## src/rtl/uart_pkg.sv

```systemverilog
// Shared UART definitions: data width, receiver FSM states and the baud_sel
// bit-period table used by both the transmitter and the receiver.
package uart_pkg;

   localparam int UART_DATA_W = 8;
   localparam int CNT_W       = 13;

   typedef enum logic [1:0] {
      IDLE,
      START,
      DATA,
      STOP
   } rx_state_t;

   // Bit period in 50 MHz clock cycles; codes 4..7 all select 115200 baud.
   function automatic logic [CNT_W-1:0] BIT_PERIOD(input logic [2:0] sel);
      case (sel)
         3'd0:    BIT_PERIOD = 13'd5208;
         3'd1:    BIT_PERIOD = 13'd2604;
         3'd2:    BIT_PERIOD = 13'd1302;
         3'd3:    BIT_PERIOD = 13'd868;
         default: BIT_PERIOD = 13'd434;
      endcase
   endfunction

endpackage

```

## src/rtl/uart_rx_if.sv

```systemverilog
// Received-byte bus: the receiver drives it through the master modport,
// the consumer watches it through the slave modport.
interface uart_rx_if;
   import uart_pkg::*;

   logic [UART_DATA_W-1:0] data;
   logic                   valid;
   logic                   frame_err;
   logic                   busy;

   modport master (output data, valid, frame_err, busy);
   modport slave  (input  data, valid, frame_err, busy);

endinterface

```

## src/rtl/sync_2ff.sv

```systemverilog
// Two-flop synchronizer for one asynchronous bit; both stages reset to 1 so
// an idle-high serial line shows no false edge when reset is released.
module sync_2ff (
   input  logic clk,
   input  logic rst_n,
   input  logic d,
   output logic q
);

   logic meta;

   always_ff @(posedge clk) begin
      if (!rst_n) begin
         meta <= 1'b1;
         q    <= 1'b1;
      end else begin
         meta <= d;
         q    <= meta;
      end
   end

endmodule

```

## src/rtl/uart_rx.sv

```systemverilog
// 8N1 UART receiver: mid-bit sampling from a start-edge-aligned counter,
// one-cycle valid / frame_err pulses, break lockout after a framing error.
module uart_rx
   import uart_pkg::*;
#(
   parameter int CLK_HZ = 50_000_000
) (
   input  logic       clk,
   input  logic       rst_n,
   input  logic [2:0] baud_sel,
   input  logic       rx,
   uart_rx_if.master  bus
);

   if (CLK_HZ != 50_000_000) begin : g_clk_check
      $error("uart_rx bit-period table is only valid for a 50 MHz clock");
   end

   logic                   rx_s;
   rx_state_t              state, state_nxt;
   logic [CNT_W-1:0]       cnt;
   logic [CNT_W-1:0]       bit_len;
   logic [2:0]             bit_idx;
   logic [UART_DATA_W-1:0] shift;
   logic [UART_DATA_W-1:0] data_q;
   logic                   valid_q;
   logic                   ferr_q;
   logic                   armed;
   logic                   sample;
   logic                   done_ok;
   logic                   done_err;

   sync_2ff u_sync (
      .clk   (clk),
      .rst_n (rst_n),
      .d     (rx),
      .q     (rx_s)
   );

   always_comb begin
      state_nxt = state;
      sample    = 1'b0;
      done_ok   = 1'b0;
      done_err  = 1'b0;
      unique case (state)
         IDLE: begin
            if (!rx_s && armed) state_nxt = START;
         end
         START: begin
            if (cnt == (bit_len >> 1) - 13'd1) begin
               sample    = 1'b1;
               state_nxt = rx_s ? IDLE : DATA;
            end
         end
         DATA: begin
            if (cnt == bit_len - 13'd1) begin
               sample = 1'b1;
               if (bit_idx == 3'd7) state_nxt = STOP;
            end
         end
         STOP: begin
            if (cnt == bit_len - 13'd1) begin
               sample    = 1'b1;
               state_nxt = IDLE;
               done_ok   = rx_s;
               done_err  = !rx_s;
            end
         end
      endcase
   end

   always_ff @(posedge clk) begin
      if (!rst_n) begin
         state   <= IDLE;
         cnt     <= '0;
         bit_len <= BIT_PERIOD(3'd4);
         bit_idx <= '0;
         armed   <= 1'b1;
         data_q  <= '0;
         valid_q <= 1'b0;
         ferr_q  <= 1'b0;
      end else begin
         state   <= state_nxt;
         valid_q <= done_ok;
         ferr_q  <= done_err;
         if (done_ok) data_q <= shift;
         // The rate is re-latched every idle cycle, so it freezes at the start edge.
         if (state == IDLE) begin
            cnt     <= '0;
            bit_idx <= '0;
            bit_len <= BIT_PERIOD(baud_sel);
         end else if (sample) begin
            cnt <= '0;
            if (state == DATA) bit_idx <= bit_idx + 3'd1;
         end else begin
            cnt <= cnt + 13'd1;
         end
         // A low stop bit disarms start detection until the line is seen high.
         if (rx_s) armed <= 1'b1;
         else if (done_err) armed <= 1'b0;
      end
   end

   always_ff @(posedge clk) begin
      if (state == DATA && sample) shift <= {rx_s, shift[UART_DATA_W-1:1]};
   end

   assign bus.data      = data_q;
   assign bus.valid     = valid_q;
   assign bus.frame_err = ferr_q;
   assign bus.busy      = (state != IDLE);

endmodule
```

## src/flat_wrapper.sv

```systemverilog
// flat-port wrapper written by rule: the top's interface ports become plain ports
module uart_rx_flat import uart_pkg::*;
#(
   parameter int CLK_HZ = 50_000_000
)
  (clk, rst_n, baud_sel, rx, bus_data, bus_valid, bus_frame_err, bus_busy);
  uart_rx_if bus_i ();
  input  logic clk;
  input  logic rst_n;
  input  logic [2:0] baud_sel;
  input  logic rx;
  output wire logic [$bits(bus_i.data)-1:0] bus_data;
  output wire logic [$bits(bus_i.valid)-1:0] bus_valid;
  output wire logic [$bits(bus_i.frame_err)-1:0] bus_frame_err;
  output wire logic [$bits(bus_i.busy)-1:0] bus_busy;
  assign bus_data = bus_i.data;
  assign bus_valid = bus_i.valid;
  assign bus_frame_err = bus_i.frame_err;
  assign bus_busy = bus_i.busy;
  uart_rx #(.CLK_HZ(CLK_HZ)) u_core (.clk(clk), .rst_n(rst_n), .baud_sel(baud_sel), .rx(rx), .bus(bus_i));
endmodule
```

## config.mk

```make
export PLATFORM = sky130hd
export DESIGN_NAME = uart_rx_flat
export DESIGN_NICKNAME = d
export VERILOG_FILES = /design/src/rtl/uart_pkg.sv /design/src/rtl/uart_rx_if.sv /design/src/rtl/sync_2ff.sv /design/src/rtl/uart_rx.sv /design/src/flat_wrapper.sv
export SDC_FILE = /design/constraint.sdc
export NUM_CORES = 1
export LEC_CHECK = 0
export BUFFER_PORTS_ARGS = -buffer_cell sky130_fd_sc_hd__buf_2
export CAP_MARGIN = 20
export CELL_PAD_IN_SITES_DETAIL_PLACEMENT = 0
export CELL_PAD_IN_SITES_GLOBAL_PLACEMENT = 1
export CORE_MARGIN = 1
export CORE_UTILIZATION = 50
export CTS_CLUSTER_DIAMETER = 200
export DETAILED_ROUTE_END_ITERATION = 16
export MAX_ROUTING_LAYER = met4
export PLACE_DENSITY = 0.94
export REMOVE_ABC_BUFFERS = 1
export SYNTH_ARGS = -nofsm -noshare
export SYNTH_HDL_FRONTEND = slang
export SYNTH_SLANG_ARGS = --single-unit
```

## constraint.sdc

```tcl
create_clock -name clk -period 5 [get_ports clk]
set_input_delay 1.25 -clock clk [delete_from_list [all_inputs] [get_ports clk]]
set_output_delay 1.25 -clock clk [all_outputs]
set_load 0.01 [all_outputs]
```

# Word level (Yosys, flattened, before mapping)
# Cells that the tools add are included.
# W data, S select, Z words.
[word_totals]
inputBits = 6
ff_bits = 52
out_inout_bits = 11
word_cells = 57
[classes]
n_eq_ne = 14
mux = 15
n_addsub = 4
n_bitwise = 1
reduce_logical = 12
[op_table]
columns = ["op", "n"]
rows = [
  ["$pmux W13 S4", 1],
  ["$eq A13 B13 Y1", 2],
  ["$add A13 B1 Y13 const B", 1],
  ["$sub A12 B1 Y13 const B", 1],
  ["$sub A13 B1 Y13 const B", 1],
  ["$mux W2", 6],
  ["$ne A2 B1 Y1 const B", 5],
  ["$pmux W2 S4", 1],
  ["$eq A3 B2 Y1 const B", 2],
  ["$mux W1", 6],
  ["$reduce_or A2 Y1", 3],
  ["$reduce_and A5 Y1", 1],
  ["$eq A2 B2 Y1 const B", 2],
  ["$add A3 B1 Y3 const B", 1],
  ["$eq A3 B1 Y1 const B", 1],
  ["$eq A3 B3 Y1 const B", 1],
  ["$logic_not A3 Y1", 1],
  ["$reduce_or A3 Y1", 1],
  ["$eq A2 B1 Y1 const B", 1],
  ["$logic_and A1 B1 Y1", 2],
  ["$logic_not A2 Y1", 1],
  ["$pmux W1 S2", 1],
  ["$reduce_and A2 Y1", 1],
  ["$reduce_bool A2 Y1", 1],
  ["2 further kinds", 2],
]

# Longest topological paths before layout
# Gate-level depths: netlist (run 1).
[depth]
word_depth = 5
depth_mapped = 12
ltp_nobuf = 9

# By module
# A second synthesis (run 1) with hierarchy kept.
[unflattened]
hier_cells = 327
hier_area_um2 = 2845.2
[by_module_without_submodules]
columns = ["module", "n_inst", "seq_area_each_um2", "cells_each", "area_per_inst_um2"]
rows = [
  ["uart_rx", 1, 1061.0, 323, 2792.7],
  ["sync_2ff", 1, 40.0, 4, 52.6],
]

# Worst setup path before layout (run 1)
# OpenSTA, ideal clock, no wires.
[synth_timing]
path_type = "register to register"
from = "register u_core.bit_len[1]"
to = "register u_core.shift[0], enable pin"
stages_incl_launch_ff = 11
synth_period_minus_slack_ps = 2873
setup_time_ps = 332
path_buffers = 2
setup_slack_ps = 2127
t_arrival_ps = 2541
cell_sequence = "dfxtp_1 > buf_2 > inv_1 > ha_1 > or3b_4 > or3_1 > buf_2 > xnor2_1 > nand3_1 > nor4_2 > and3_1"
[synth_between]
elab_chain_cells = 5
word_cells_on_any_way = 8
classes_between = "add/sub: 2; eq/ne: 2; mux: 3; reduce/logical: 1"
[synth_lines]
columns = ["element", "line", "text"]
rows = [
  ["start: declaration", "uart_rx.sv:22", "logic [CNT_W-1:0] bit_len;"],
  ["start signal: assignment", "uart_rx.sv:76", "bit_len <= BIT_PERIOD(3'd4);"],
  ["start signal: assignment", "uart_rx.sv:91", "bit_len <= BIT_PERIOD(baud_sel);"],
  ["$sub A13 B1 Y13 or $sub A12 B1 Y13 (tied branches)", "uart_rx.sv:56, uart_rx.sv:62, uart_rx.sv:50", ""],
  ["$eq A13 B13 Y1 (on tied branches)", "uart_rx.sv:56, uart_rx.sv:62, uart_rx.sv:50", ""],
  ["$mux W1 (on tied branches)", "uart_rx.sv:56, uart_rx.sv:62, uart_rx.sv:50", ""],
  ["$pmux W1 S2 *", "uart_rx.sv:45", "unique case (state)"],
  ["$logic_and A1 B1 Y1 *", "uart_rx.sv:105", "if (state == DATA && sample) shift <= {rx_s, shift[UART_DATA_W-1:1]};"],
  ["end signal: assignment", "uart_rx.sv:105", ""],
  ["end: declaration", "uart_rx.sv:24", "logic [UART_DATA_W-1:0] shift;"],
]
# Every way passes the cells marked *; elsewhere a longest branch is shown, timed or not.
# A chain may end at the register's enable or synchronous reset.

# Final worst setup path (run 1)
[layout_timing]
from = "register u_core.bit_len[1]"
to = "register u_core.shift[6], enable pin"
# The elaborated chain is that of the path after synthesis.

==> impl_metrics.tcl, run 1 <==
set metrics [dict create \
    cp-start-kind "flip-flop" \
    fin_util_pct 56.2 \
    grt_use_met3_pct 4.79 \
    io-pin-count 17 \
    drc 0 \
    use_met1_pct 27.0 \
    setup_ws_ns 1.84 \
    cts_sinks 51 \
    cap_violations 0 \
    cts_setup_buffers 0 \
    clk_latency_ns 0.31 \
    io_buffer_count 16 \
    vias_per_cell 5.48 \
    reg2reg_slack_ns 1.84 \
    core_sq_um 5240 \
    slew_violations 0 \
    yosys.area.top_type "dfxtp_1" \
    grt_max_degree 29 \
    final_cells 378 \
    crit_type "reg -> reg" \
    wl_mm 5.21 \
    first_global_vias 1874 \
    synth_top_area_share_pct 30.9 \
    finalSetupViolCount 0 \
    cp.required_ns 4.98 \
    num_vias 2072 \
    drive_above_1_share_pct 10.7 \
    synth_area_leaders "dfxtp_1 (31%), xnor2_1 (9.1%), edfxtp_1 (8.6%), nand2_1 (5.0%), xor2_1 (4.7%)" \
    wire_per_inst_um 13.8 \
    syn_inst 307 \
    grt-busiest-layer "met2" \
    pre_cts_ws_ns 1.81 \
    tightestPinTransition_ns 0.575 \
    htreeDepth 2 \
    grt_pass1_wl_mm 9.04 \
    placed_cells 370 \
    grt_overflow_total 0 \
    die_h_um 76.6 \
    p_leak_nw 1.01 \
    fin_nets 317 \
    hold_class "reg -> reg" \
    antenna_left 0 \
    drt-pass1-iter-count 5 \
    finalCritPeriodShare_pct 63.3 \
    cts.root.buffer_cell "clkbuf_8" \
    grt.total_usage_pct 20.1 \
    synthDistinctLibCells 51 \
    status "complete, no violations" \
    dieArea_sq_um 5870 \
    cts_buffers 5 \
    cp_data_arrival_time_ns 3.14 \
    ys_async_sr_fraction_pct 0 \
    cts_resized 0 \
    skew_ns 0.00920 \
    yosysSeqAreaShare_pct 39.6 \
    netlist_area_sq_um 2780 \
    hold_viol_final 0 \
    avgSynthCellArea_sq_um 9.07 \
    num_rows 26 \
    dpl.hpwl_mm 3.75 \
    drt_iter0_markers 151 \
    peakVddDrop_mv 0.183 \
    areaGrowthSynthToFinish_pct 5.66 \
    max_freq_ghz 0.316 \
    place.gp.congestion 0.875 \
    gr-usage-met2_pct 29.6 \
    num_antenna_cells 0 \
    holdBufCountCts 0 \
    final_cell_mix "dfxtp_1 (43), nand2_1 (37), nor2_1 (32)" \
    clk_pin_slew_ns 0.09 \
    final.setup.tns_ns 0 \
    crit_path_max_fanout 8 \
    start_util_pct 53.2 \
    clock_path_buffers 2 \
    power_density_nw_per_um2 264 \
    dieWidth_um 76.6 \
    cts_tree "done" \
    yosys_warnings 0 \
    ys.flop_type "dfxtp_1" \
    rsz0062_at_grt "false" \
    synth_seq_cells 51 \
    relSlewSlack_pct 61.5 \
    finalCriticalPeriod_ns 3.16 \
    antenna_found_initial 0 \
    layout_commonest_cell "dfxtp_1" \
    synth-edff-count 8 \
    cp-end-kind "flip-flop" \
]
==> flip-flops by register name, indices dropped and copies added, names as in the netlist, named ones only <==
name,flops
u_core.state,1
u_core.bus.data,8
u_core.u_sync.meta,1
u_core.bit_len,12
u_core.u_sync.q,1
u_core.armed,1
u_core.cnt,13
u_core.bus.frame_err,1
u_core.bus.valid,1
u_core.bit_idx,3
u_core.shift,8
==> cell usage after synthesis (2+ instances only) <==
cell	n
buf_2	3
or3_1	4
dfxtp_1	43
xnor3_1	2
nor4_1	3
clkbuf_1	14
buf_4	2
and4_1	3
a21oi_1	9
and3_1	2
nor2_1	32
mux2i_1	12
o21ai_0	6
xnor2_1	29
nor3_1	9
nor4_2	3
nor4_4	2
nand3b_1	4
edfxtp_1	8
nor3b_1	2
a31oi_1	2
or4_4	2
xor2_1	15
inv_1	11
nand2b_1	4
nand2_1	37
nand3_1	13
ha_1	4
buf_6	3
nand4_1	2
a2111oi_0	2
==> per-layer routing <==
metal	vias to the layer above	part of all wire [%]
met5	-	0
met4	0	1.9
met3	12	3.5
met2	36	44
met1	974	51
li1	1050	-
==> worst max-delay path, cell delays in order, from the launching register on <==
cell and delay (ns):
dfxtp_1 0.38, inv_1 0.08, ha_1 0.22, or3b_4 0.44
or3_1 0.41, xnor2_1 0.23, nand3_1 0.14, nor4_2 0.47
and3_1 0.46
==> power by group <==
group          internal [mW]  switching, mW
clock network          0.149          0.134
logic                 0.0248         0.0316
registers              0.421         0.0139
total                  0.595          0.180
==> per-stage QoR <==
| stage | instance area [sq um] | total power [mW] | hold WS (ns) |
|---|---|---|---|
| floorplan | 2660 | 0.483 | 0.386 |
| global placement | 2830 | 0.500 | 0.391 |
| detailed placement | 2830 | 0.500 | 0.398 |
| CTS | 2940 | 0.782 | 0.423 |
| global route | 2940 | 0.808 | 0.452 |
| finish | 2940 | 0.775 | 0.420 |
==> logic make-up (layout without fill, tap and decap cells) <==
| family | Yosys count | after routing | synth area share [%] |
|---|---|---|---|
| AOI/OAI and AO/OA | 32 | 32 | 7.82 |
| xor gates and xnor gates | 47 | 47 | 16.3 |
| adders and majority gates | 4 | 4 | 1.80 |
| buffers and inverters | 34 | 35 | 5.80 |
| DFF | 51 | 51 | 39.6 |
| muxes | 12 | 12 | 4.31 |
| and+or+nand+nor | 127 | 127 | 24.4 |
==> path summary, 6_finish.rpt <==
path,startpoint,to,depth (start not counted)
worst max-delay path,u_core.bit_len[1],u_core.shift[6],8
worst min-delay path,u_core.u_sync.meta,u_core.u_sync.q,1
worst max register to register,u_core.bit_len[1],u_core.shift[6],8
worst min register to register,u_core.u_sync.meta,u_core.u_sync.q,1
==> area by class of cell <==
cell class                      instances  area [sq um]
Inverter                               11          41.3
Fill cell                             486          2300
Tap cell                               70          87.6
Clock inverter                          2          37.5
Clock buffer                            6          72.6
Timing Repair Buffer                   16          80.1
Sequential cell                        51          1100
Multi-Input combinational cell        222          1520
Note: power is estimated with default switching activity, not from simulation.
==> run 2, diff against run 1 <==
Settings changed: ABC_AREA set to 1, CORE_UTILIZATION 50 to 39, PLACE_DENSITY 0.94 to 0.85.
Clock period 5 ns to 2.6 ns, I/O delays scaled along.
==> run 2 against run 1 <==
  * Core utilization down 10 points
  * Non-clock buffer count up 6
  * Combinational power rose to 8.3 times the previous value
  * Critical path type unchanged
  * Highest routed layer unchanged
==> impl_metrics.tcl, run 2 <==
set metrics [dict create \
    status "complete, no violations" \
    syn_inst 423 \
    relSlewSlack_pct 74.7 \
    r2r-start "u_core.bit_len[1]" \
    finalCriticalPeriod_ns 2.38 \
    p_leak_nw 1.48 \
    slew_violations 0 \
    yosys-top-cells-count "nand2_1 (122), nor2_1 (66), nand3_1 (58)" \
    min_from "u_core.u_sync.meta" \
    wire_per_inst_um 12.4 \
    yosys.area.top_type "dfxtp_1" \
    dieWidth_um 87.8 \
    wl_mm 6.79 \
    cts.root.buffer_cell "clkbuf_8" \
    cp_data_arrival_time_ns 2.40 \
    num_vias 2606 \
    io-pin-count 17 \
    clock_path_buffers 2 \
    num_antenna_cells 0 \
    rr_worst_depth 14 \
    cap_violations 0 \
    drive_above_1_share_pct 12.0 \
    layout_commonest_cell "nand2_1" \
    crit_path_max_fanout 11 \
    io_buffer_count 16 \
    drc 0 \
    finalCritPeriodShare_pct 91.4 \
    drt-pass1-iter-count 4 \
    reg2reg_slack_ns 0.22 \
    place.gp.congestion 0.892 \
    synth_top_area_share_pct 30.0 \
    max_freq_ghz 0.421 \
    whs_endpoint "u_core.u_sync.q" \
    first_global_vias 2337 \
    clk_latency_ns 0.31 \
    path_cells "inv_2, ha_1, nand2_1, nand2_1, nand2_1, nand2_1, nor2_1, nand2_1, nor2_1, nand2_1, nor2_4, nand4_2, nor2_2, buf_4" \
    fin_hold_ws_ns 0.428 \
    synth_area_leaders "dfxtp_1 (30%), nand2_1 (16%), nand3_1 (10%), nor2_1 (8.6%), edfxtp_1 (8.4%)" \
    dieArea_sq_um 7710 \
    final_cell_mix "nand2_1 (122), nor2_1 (65), nand3_1 (58)" \
    peakVddDrop_mv 0.312 \
    grt_overflow_total 0 \
    netlist_area_sq_um 2870 \
    synth-edff-count 8 \
    grt_pass1_wl_mm 11.2 \
    hold_class "reg -> reg" \
    vias_per_cell 4.77 \
    final.setup.tns_ns 0 \
    clk_pin_slew_ns 0.09 \
    drt_iter0_markers 170 \
    finalSetupViolCount 0 \
    cp.required_ns 2.62 \
    cts_resized 0 \
    slowest_stage "dfxtp_2" \
    holdBufCountCts 0 \
    yosysSeqAreaShare_pct 38.3 \
    whs_path_depth 1 \
    synthDistinctLibCells 38 \
    dpl.hpwl_mm 5.29 \
    antenna_left 0 \
    areaGrowthSynthToFinish_pct 11.7 \
    synth.most_common_cell "nand2_1" \
    ys_async_sr_fraction_pct 0 \
    antenna_found_initial 0 \
    largest_reg_flops 13 \
    core_sq_um 6940 \
    grt.total_usage_pct 19.5 \
    power_density_nw_per_um2 603 \
    ys.flop_type "dfxtp_1" \
    cts_tree "done" \
    rsz0062_at_grt "false" \
    start_util_pct 41.4 \
    crit_type "reg -> reg" \
    cp_common_cell "nand2_1" \
    cp-start-kind "flip-flop" \
    grt_max_degree 18 \
    tightestPinTransition_ns 0.377 \
    die_h_um 87.8 \
    avgSynthCellArea_sq_um 6.79 \
    yosys_warnings 0 \
    num_rows 30 \
    worstReg2RegEnd "u_core.shift[4]" \
    regMostFlops "u_core.cnt" \
    cts_setup_buffers 0 \
    skew_ns 0.00783 \
    fin_nets 459 \
    top_regs "u_core.cnt: 13 flops, u_core.bit_len: 12 flops" \
    cp_slowest_stage_delay_ns 0.38 \
    hold_viol_final 0 \
    cp-end-kind "flip-flop" \
    cts_sinks 51 \
    htreeDepth 2 \
    cts_buffers 5 \
    synth_seq_cells 51 \
]
[run 2: cell types whose count changed after synthesis, sizes merged, moves of 14 or more]
cell,delta
clkbuf,-14
inv,+43
nand2,+89
nand3,+46
nor2,+45
xnor2,-28
[run 2: worst max path at each step]
stage                           start               to  slack (ns)  cells after the start
floorplan           u_core.bit_len[1]  u_core.shift[0]        0.33                     12
detailed placement  u_core.bit_len[1]  u_core.shift[0]        0.19                     13
global placement    u_core.bit_len[1]  u_core.shift[7]        0.26                     14
global route        u_core.bit_len[1]  u_core.shift[4]        0.02                     15
finish              u_core.bit_len[1]  u_core.shift[4]        0.22                     14
CTS                 u_core.bit_len[1]  u_core.shift[4]        0.15                     13
[run 2: per-stage QoR]
stage | instance area [sq um] | utilization (%) | std cells | power, mW | worst slack (ns)
2_1_floorplan | 2850 | - | 420 | 1.24 | 0.329
3_3_place_gp | 3090 | 44.5 | 538 | 1.37 | 0.262
3_5_place_dp | 3090 | 44.5 | 538 | 1.38 | 0.189
4_1_cts | 3200 | 46.1 | 546 | 1.95 | 0.155
5_1_grt | 3210 | 46.2 | 546 | 2.05 | 0.0166
6_report | 3210 | 46.2 | 546 | 1.93 | 0.225
[run 2: metal layers]
layer,wire length [um],track usage (%)
met1,3610,27.2
met2,2950,28.2
met3,145,3.39
met4,85,6.41
met5,0,-
[run 2: layout make-up]
type	count	area (sq um)
fill	720	3740
multi-input combinational	314	1540
sequential	51	1100
inverter	55	206
timing repair buffer	22	125
tap	96	120
clock buffer	6	72.6
clock inverter	2	37.5
[run 2: logic make-up (layout without fill, tap and decap cells)]
| kind of cell | after synthesis | count (layout) | share of synthesized area, % |
|---|---|---|---|
| AND/OR/NAND/NOR | 279 | 279 | 44.4 |
| buffers and inverters | 58 | 85 | 8.02 |
| flip-flops | 51 | 51 | 38.3 |
| AO/OA/AOI/OAI | 21 | 21 | 4.49 |
| XOR/XNOR | 10 | 10 | 3.05 |
| adder cells (fa/ha/maj) | 4 | 4 | 1.74 |
[run 2: report_power, final]
part,internal [mW],total (mW),switching [mW]
clock,0.288,0.569,0.282
sequential,0.837,0.894,0.0569
combinational,0.154,0.470,0.316
[run 2: worst max-delay path, delay by kind of cell (launching register included)]
kind	cells	cell delay (ns)
buffers and inverters	2	0.28
and+or+nand+nor	11	1.18
DFF	1	0.38
adders and majority gates	1	0.26
